===== config.mk =====
export PLATFORM = sky130hd
export DESIGN_NAME = uart_tx_fifo
export DESIGN_NICKNAME = d
export VERILOG_FILES = /design/src/rtl/uart_tx_fifo.sv
export SDC_FILE = /design/constraint.sdc
export NUM_CORES = 1
export LEC_CHECK = 0
export ABC_AREA = 0
export BUFFER_PORTS_ARGS = -buffer_cell sky130_fd_sc_hd__buf_2
export CAP_MARGIN = 40
export CORE_MARGIN = 2
export CORE_UTILIZATION = 65
export DETAILED_ROUTE_END_ITERATION = 10
export PLACE_DENSITY = 0.88
export RECOVER_POWER = 25
export SLEW_MARGIN = 30
export SYNTH_ARGS = -nofsm -noshare
export SYNTH_HDL_FRONTEND = slang
export SYNTH_SLANG_ARGS = --single-unit

===== constraint.sdc =====
create_clock -name clk -period 3.9 [get_ports clk]
set_input_delay 0.39 -clock clk [delete_from_list [all_inputs] [get_ports clk]]
set_output_delay 0.39 -clock clk [all_outputs]
set_load 0.005 [all_outputs]

===== src/rtl/uart_tx_fifo.sv =====
// UART transmitter for the robot command link: 8N1, LSB first, idle-high.
// Bytes are queued in a small FIFO and sent back-to-back with no idle gap
// between frames, so TX can drive the matching UART receiver directly.
module uart_tx_fifo #(
  parameter int BAUD_DIV   = 2604,  // clk cycles per bit, 16..4095
  parameter int FIFO_DEPTH = 4      // power of two, 2..16
) (
  input  logic       clk,
  input  logic       rst_n,
  input  logic       wr_en,
  input  logic [7:0] wr_data,
  output logic       full,
  output logic       empty,
  output logic       overflow,
  output logic       tx_busy,
  output logic       tx_done,
  output logic       TX
);

  localparam int                PTR_W     = $clog2(FIFO_DEPTH);
  localparam int                CNT_W     = PTR_W + 1;
  localparam logic [11:0]       BAUD_LAST = 12'(BAUD_DIV - 1);
  localparam logic [11:0]       BAUD_PRE  = 12'(BAUD_DIV - 2);
  localparam logic [CNT_W-1:0]  CNT_FULL  = CNT_W'(FIFO_DEPTH);

  // One-hot encodings leave illegal codes that must fall back to IDLE.
  typedef enum logic [1:0] {
    S_IDLE = 2'b01,
    S_SEND = 2'b10
  } state_e;

  // FIFO storage and bookkeeping
  logic [7:0]       mem_q [FIFO_DEPTH];
  logic [PTR_W-1:0] wr_ptr_q, rd_ptr_q;
  logic [CNT_W-1:0] count_q, count_d;
  logic             full_q, empty_q, overflow_q;

  // Transmitter state
  state_e           state_q;
  logic [9:0]       shift_q;
  logic [11:0]      baud_q;
  logic [3:0]       bit_cnt_q;
  logic             busy_q, done_q;

  logic push, pop, bit_end, frame_end, done_next;

  assign push      = wr_en && !full_q;
  assign bit_end   = busy_q && (baud_q == BAUD_LAST);
  assign frame_end = bit_end && (bit_cnt_q == 4'd9);
  // A pop happens only when the shifter is free: idle, or finishing a stop bit.
  assign pop       = !empty_q && ((state_q == S_IDLE) ||
                                  ((state_q == S_SEND) && frame_end));
  // Decoded one cycle early so the registered tx_done lands in the last
  // cycle of the stop bit.
  assign done_next = (state_q == S_SEND) && busy_q &&
                     (bit_cnt_q == 4'd9) && (baud_q == BAUD_PRE);

  // Next FIFO occupancy from this cycle's push/pop pair
  always_comb begin
    // NOTE: assign a default first so every path drives count_d; otherwise
    // the missing case arms would infer a latch.
    count_d = count_q;
    unique case ({push, pop})
      2'b10:   count_d = count_q + CNT_W'(1);
      2'b01:   count_d = count_q - CNT_W'(1);
      default: count_d = count_q;
    endcase
  end

  // FIFO data array write port
  // NOTE: the storage array has no reset; entries are only read after a
  // push has written them, and leaving it out keeps it a plain RAM.
  always_ff @(posedge clk) begin
    if (push) mem_q[wr_ptr_q] <= wr_data;
  end

  // FIFO pointers, count and registered status flags
  always_ff @(posedge clk or negedge rst_n) begin
    if (!rst_n) begin
      wr_ptr_q   <= '0;
      rd_ptr_q   <= '0;
      count_q    <= '0;
      full_q     <= 1'b0;
      empty_q    <= 1'b1;
      overflow_q <= 1'b0;
    end else begin
      // NOTE: state uses non-blocking assignments so every register samples
      // the pre-edge values regardless of statement order.
      if (push) wr_ptr_q <= wr_ptr_q + PTR_W'(1);
      if (pop)  rd_ptr_q <= rd_ptr_q + PTR_W'(1);
      count_q    <= count_d;
      full_q     <= (count_d == CNT_FULL);
      empty_q    <= (count_d == '0);
      overflow_q <= wr_en && full_q;
    end
  end

  // Frame FSM: load, shift at each bit boundary, reload back-to-back
  always_ff @(posedge clk or negedge rst_n) begin
    if (!rst_n) begin
      state_q   <= S_IDLE;
      shift_q   <= '1;
      baud_q    <= '0;
      bit_cnt_q <= '0;
      busy_q    <= 1'b0;
      done_q    <= 1'b0;
    end else begin
      done_q <= done_next;
      case (state_q)
        S_IDLE: begin
          if (pop) begin
            shift_q   <= {1'b1, mem_q[rd_ptr_q], 1'b0};
            baud_q    <= '0;
            bit_cnt_q <= '0;
            busy_q    <= 1'b1;
            state_q   <= S_SEND;
          end
        end
        S_SEND: begin
          if (bit_end) begin
            baud_q <= '0;
            if (bit_cnt_q == 4'd9) begin
              bit_cnt_q <= '0;
              if (pop) begin
                shift_q <= {1'b1, mem_q[rd_ptr_q], 1'b0};
              end else begin
                shift_q <= '1;
                busy_q  <= 1'b0;
                state_q <= S_IDLE;
              end
            end else begin
              shift_q   <= {1'b1, shift_q[9:1]};
              bit_cnt_q <= bit_cnt_q + 4'd1;
            end
          end else begin
            baud_q <= baud_q + 12'd1;
          end
        end
        default: begin
          state_q   <= S_IDLE;
          shift_q   <= '1;
          baud_q    <= '0;
          bit_cnt_q <= '0;
          busy_q    <= 1'b0;
        end
      endcase
    end
  end

  assign full     = full_q;
  assign empty    = empty_q;
  assign overflow = overflow_q;
  assign tx_busy  = busy_q;
  assign tx_done  = done_q;
  assign TX       = shift_q[0];

endmodule


==> out/results.txt <==
The worst path uses 75.63% of the clock period. After clock tree synthesis, the clock-pin slew on the worst setup and hold paths is 0.08 ns. Setup violations remaining at the end of the flow were counted as 0. The initial detailed-routing violation count came out at 163. Number of levels the H-tree was split into: 3.

The largest area contributor in the synthesized netlist was edfxtp_1. The number of antenna violations at the first check in global routing was 0. The run gives 0.003273 mm² as the cell area after synthesis. The die covers 0.005619 mm².

Setup repair after global routing left no endpoint under its margin. The post-synthesis to final-layout area growth was 8.792%. The wire length of the first global-routing pass was 8631 µm.

The tools report the length of the first detailed-routing pass in iterations as 4. Slowest stage cell on the critical path: dfrtp_1. For this design the static power due to leakage is 1.432 nW. Yosys printed 0 warnings. For this design the total switching power over the nets is 837.1 µW. The netlist uses 50 different library cells. Static timing analysis puts the maximum clock frequency at 339.0 MHz.

In this run the count of I/O pins placed on the die edge is 17. The tools report the final RePlAce weighted congestion as 0.8617. The tools report the type of origin of the critical path as a register. Along the worst path, the maximum fanout reaches 8. The most instantiated flip-flop cell in the synthesis netlist is edfxtp_1. For the via count of the first global-routing pass, the log shows 1854.

Per report_power, the combinational group accounts for 31.7% of the total. In this run the standard cell core region covers 0.004786 mm². The critical path is of the register to register type.

In this run the horizontal extent of the chip is 74.96 µm. From bottom edge to top edge, the die measures 74.96 µm. The slew at the pin with the worst max-slew slack was 0.7422 ns.

The cell family contributing the most delay on the critical path is simple AND/OR/NAND/NOR gates. The placement-stage worst setup slack was 0.9593 ns; the number of cell rows was 25. Counting both buffers and inverters, the worst setup path holds a total of 0. After synthesis the netlist holds a flip-flop and latch count of 70. Of the cells placed in the final design, the portion with a size suffix greater than 1 is 19.03%. The average instance area after synthesis works out to 13.53 µm². Ranked by total cell area, the synthesized netlist is headed by edfxtp_1 (29%), dfrtp_1 (21%), dfstp_2 (8.8%), mux4_1 (4.8%), ha_1 (4.2%). In this run, CTS created clock tree buffers numbering 9. The run gives 242 as the gate count of the mapped netlist.

In the synthesized netlist the async set-or-reset flop fraction comes to 54.29%. Using the TritonRoute via totals, the vias-per-cell ratio works out to 5.821. For this configuration, the core starts out at a cell density of 68.39%. Once layout is done, the placed cells without fillers occupy 0.003561 mm². Buffers inserted during post-CTS setup optimization: 0.

In the post-route analysis, the smallest setup slack over all paths is 0.9503 ns. Global routing consumed, over all layers together, 21.42% of the routing resources. The worst slew margin relative to its limit was 50.41%; the final number of max-transition violations was 0. The number of I/O port buffers is 16, and the placed standard-cell area is 0.003344 mm². Of the total power, the share spent switching nets is 33.60%.

For the number of inserted diodes, the log shows 0. Leaving out fill and tap cells, the most frequent cell in the layout is edfxtp_1. The longest clock path from root to sink contains 2 buffers.

The clock share of power is 23.1%. The logs give 3656 µm for the detailed placer's ending HPWL and 1.654 mW for the internal power contribution. The worst hold path belongs to the class input pin to register. The routed design has 5369 µm of wire.

After routing, the total negative slack on setup checks comes to 0 ns. The post-layout minimum cycle time was 2.950 ns; the fraction of post-synthesis cell area in the top cell type by area was 29.36%. The global-route congestion overflow total came out at 0. STA puts the critical path data required time at 4.17 ns. TritonCTS built the clock tree. The largest net degree at the start of global routing was 39; the post-detailed-route wirelength per cell was 16.03 µm. The final count of hold timing violations is 0. The total power is 2.491 mW. For the worst setup path, the data arrival time is 3.22 ns.

The run finished with clean final reports. The root buffer cell chosen for the clock tree is clkbuf_8. The via count of the routed design came out at 1950. Synthesis produced a netlist with a net count of 265. The logs give 45.2% for the portion of total power attributed to sequential cells and 0 for the remaining design rule violation count.

For the register area share after synthesis, the log shows 58.83%. Traced cell by cell, the critical path runs through ha_1 > and4b_1 > nand4_4 > a21oi_1 > and2_1 > ha_1 > fa_1 > mux2_2 > or2_2 > nor2b_1. In this run, synthesis inferred 32 flip-flops with an integrated enable. Hold is met by 0.2749 ns.

For this run, the slowest stage of the critical path takes 0.42 ns. For this design the ratio of total power to cell area is 699.6 mW/mm². Leaving out fill and tap cells, the most frequent cells in the layout are edfxtp_1 (32), dfrtp_1 (27), nor2_1 (23). Across the run, the number of max-cap violations was 0.

The worst ir drop on vdd was 0.0004732 V; the number of nets with antenna violations after detailed routing was 0. On the final layout, the worst clock skew is 0.005362 ns. In this design, the critical path's most frequently occurring cell is ha_1. The worst setup path is captured at a register. CTS saw 70 sinks.

The run gives 0.34 ns as the insertion delay of the later-clocked pin in the worst-skew pair. Number of nets in the layout: 286.
state kept, by name, indices dropped and copies added (netlist names):
| signal | count |
|---|---|
| mem_q | 32 |
| baud_q | 12 |
| shift_q | 9 |
| bit_cnt_q | 4 |
| count_q | 3 |
| rd_ptr_q | 2 |
| state_q | 2 |
| wr_ptr_q | 2 |
| empty | 1 |
| full | 1 |
| overflow | 1 |
| tx_done | 1 |
power by group through the flow:
stage               registers, mW  clock network [mW]  logic (mW)
detailed placement           1.14                   0       0.784
CTS                          1.13               0.589       0.790
global route                 1.15               0.621       0.874
finish                       1.13               0.576       0.789
floorplan                    1.08                   0       0.707
global placement             1.13                   0       0.750
final cells by class:
| class | count | area (µm²) |
|---|---|---|
| sequential | 70 | 1926 |
| fill | 304 | 1225 |
| multi-input combinational | 152 | 1210 |
| clock buffer | 9 | 123.9 |
| timing repair buffer | 18 | 98.84 |
| tap | 67 | 83.83 |
| clock inverter | 7 | 73.82 |
| inverter | 12 | 45.04 |
routing by layer:
metal / up-vias / global-route usage [%] / routed length, µm
met5: - / 0 / 0
met3: 10 / 4.418 / 168
met1: 980 / 28.04 / 2461
met4: 0 / 11.31 / 90
met2: 35 / 34.02 / 2648
li1: 925 / - / -
logic make-up (layout without fill, tap and decap cells):
| kind of cell | count (synthesis) | in the layout | share of synthesized area [%] |
|---|---|---|---|
| simple gates | 78 | 78 | 13.19 |
| flops | 70 | 70 | 58.83 |
| compound gates | 38 | 38 | 8.334 |
| buf+inv | 20 | 46 | 4.205 |
| xor+xnor | 13 | 13 | 3.479 |
| fa+ha+maj | 12 | 12 | 4.816 |
| mux | 11 | 11 | 7.148 |
synth_stat cells (7+ instances only):
master	number
and2_1	7
a21oi_1	9
nand2_1	17
a221oi_1	7
dfrtp_1	27
o21ai_0	8
ha_1	11
xor2_1	7
inv_1	12
nor2_1	23
edfxtp_1	32
dfstp_2	11
worst register-to-register path: cells and delay by family (launching register included):
kind / cells / cell delay, ns
simple gates: 5 / 1.05
fa+ha+maj: 3 / 0.85
compound gates: 1 / 0.29
flops: 1 / 0.42
mux: 1 / 0.28
final timing paths:
| check | depth (start not counted) | slack, ns | startpoint | endpoint |
|---|---|---|---|---|
| min in group asynchronous | 2 | 0.52 | rst_n | baud_q[7] |
| min | 2 | 0.27 | wr_en | overflow |
| max reg2reg | 10 | 0.95 | baud_q[0] | full |
| max | 10 | 0.95 | baud_q[0] | full |
| max in group asynchronous | 3 | 2.78 | rst_n | state_q[0] |
| min reg2reg | 1 | 0.51 | count_q[2] | count_q[2] |
timing repair:
| item | CTS | global route |
|---|---|---|
| gates resized for setup | 0 | 0 |
| hold endpoints to repair | 0 | 7 |
| hold buffers | 0 | 1 |
| setup endpoints to repair | 0 | 0 |
through the flow:
step,utilization [%],instances
after global placement,69.88,317
after CTS,74.01,333
after global routing,74.41,335
after floorplan,-,242
final,74.41,335
after detailed placement,69.88,317
Note: power is estimated with default switching activity, not from simulation.
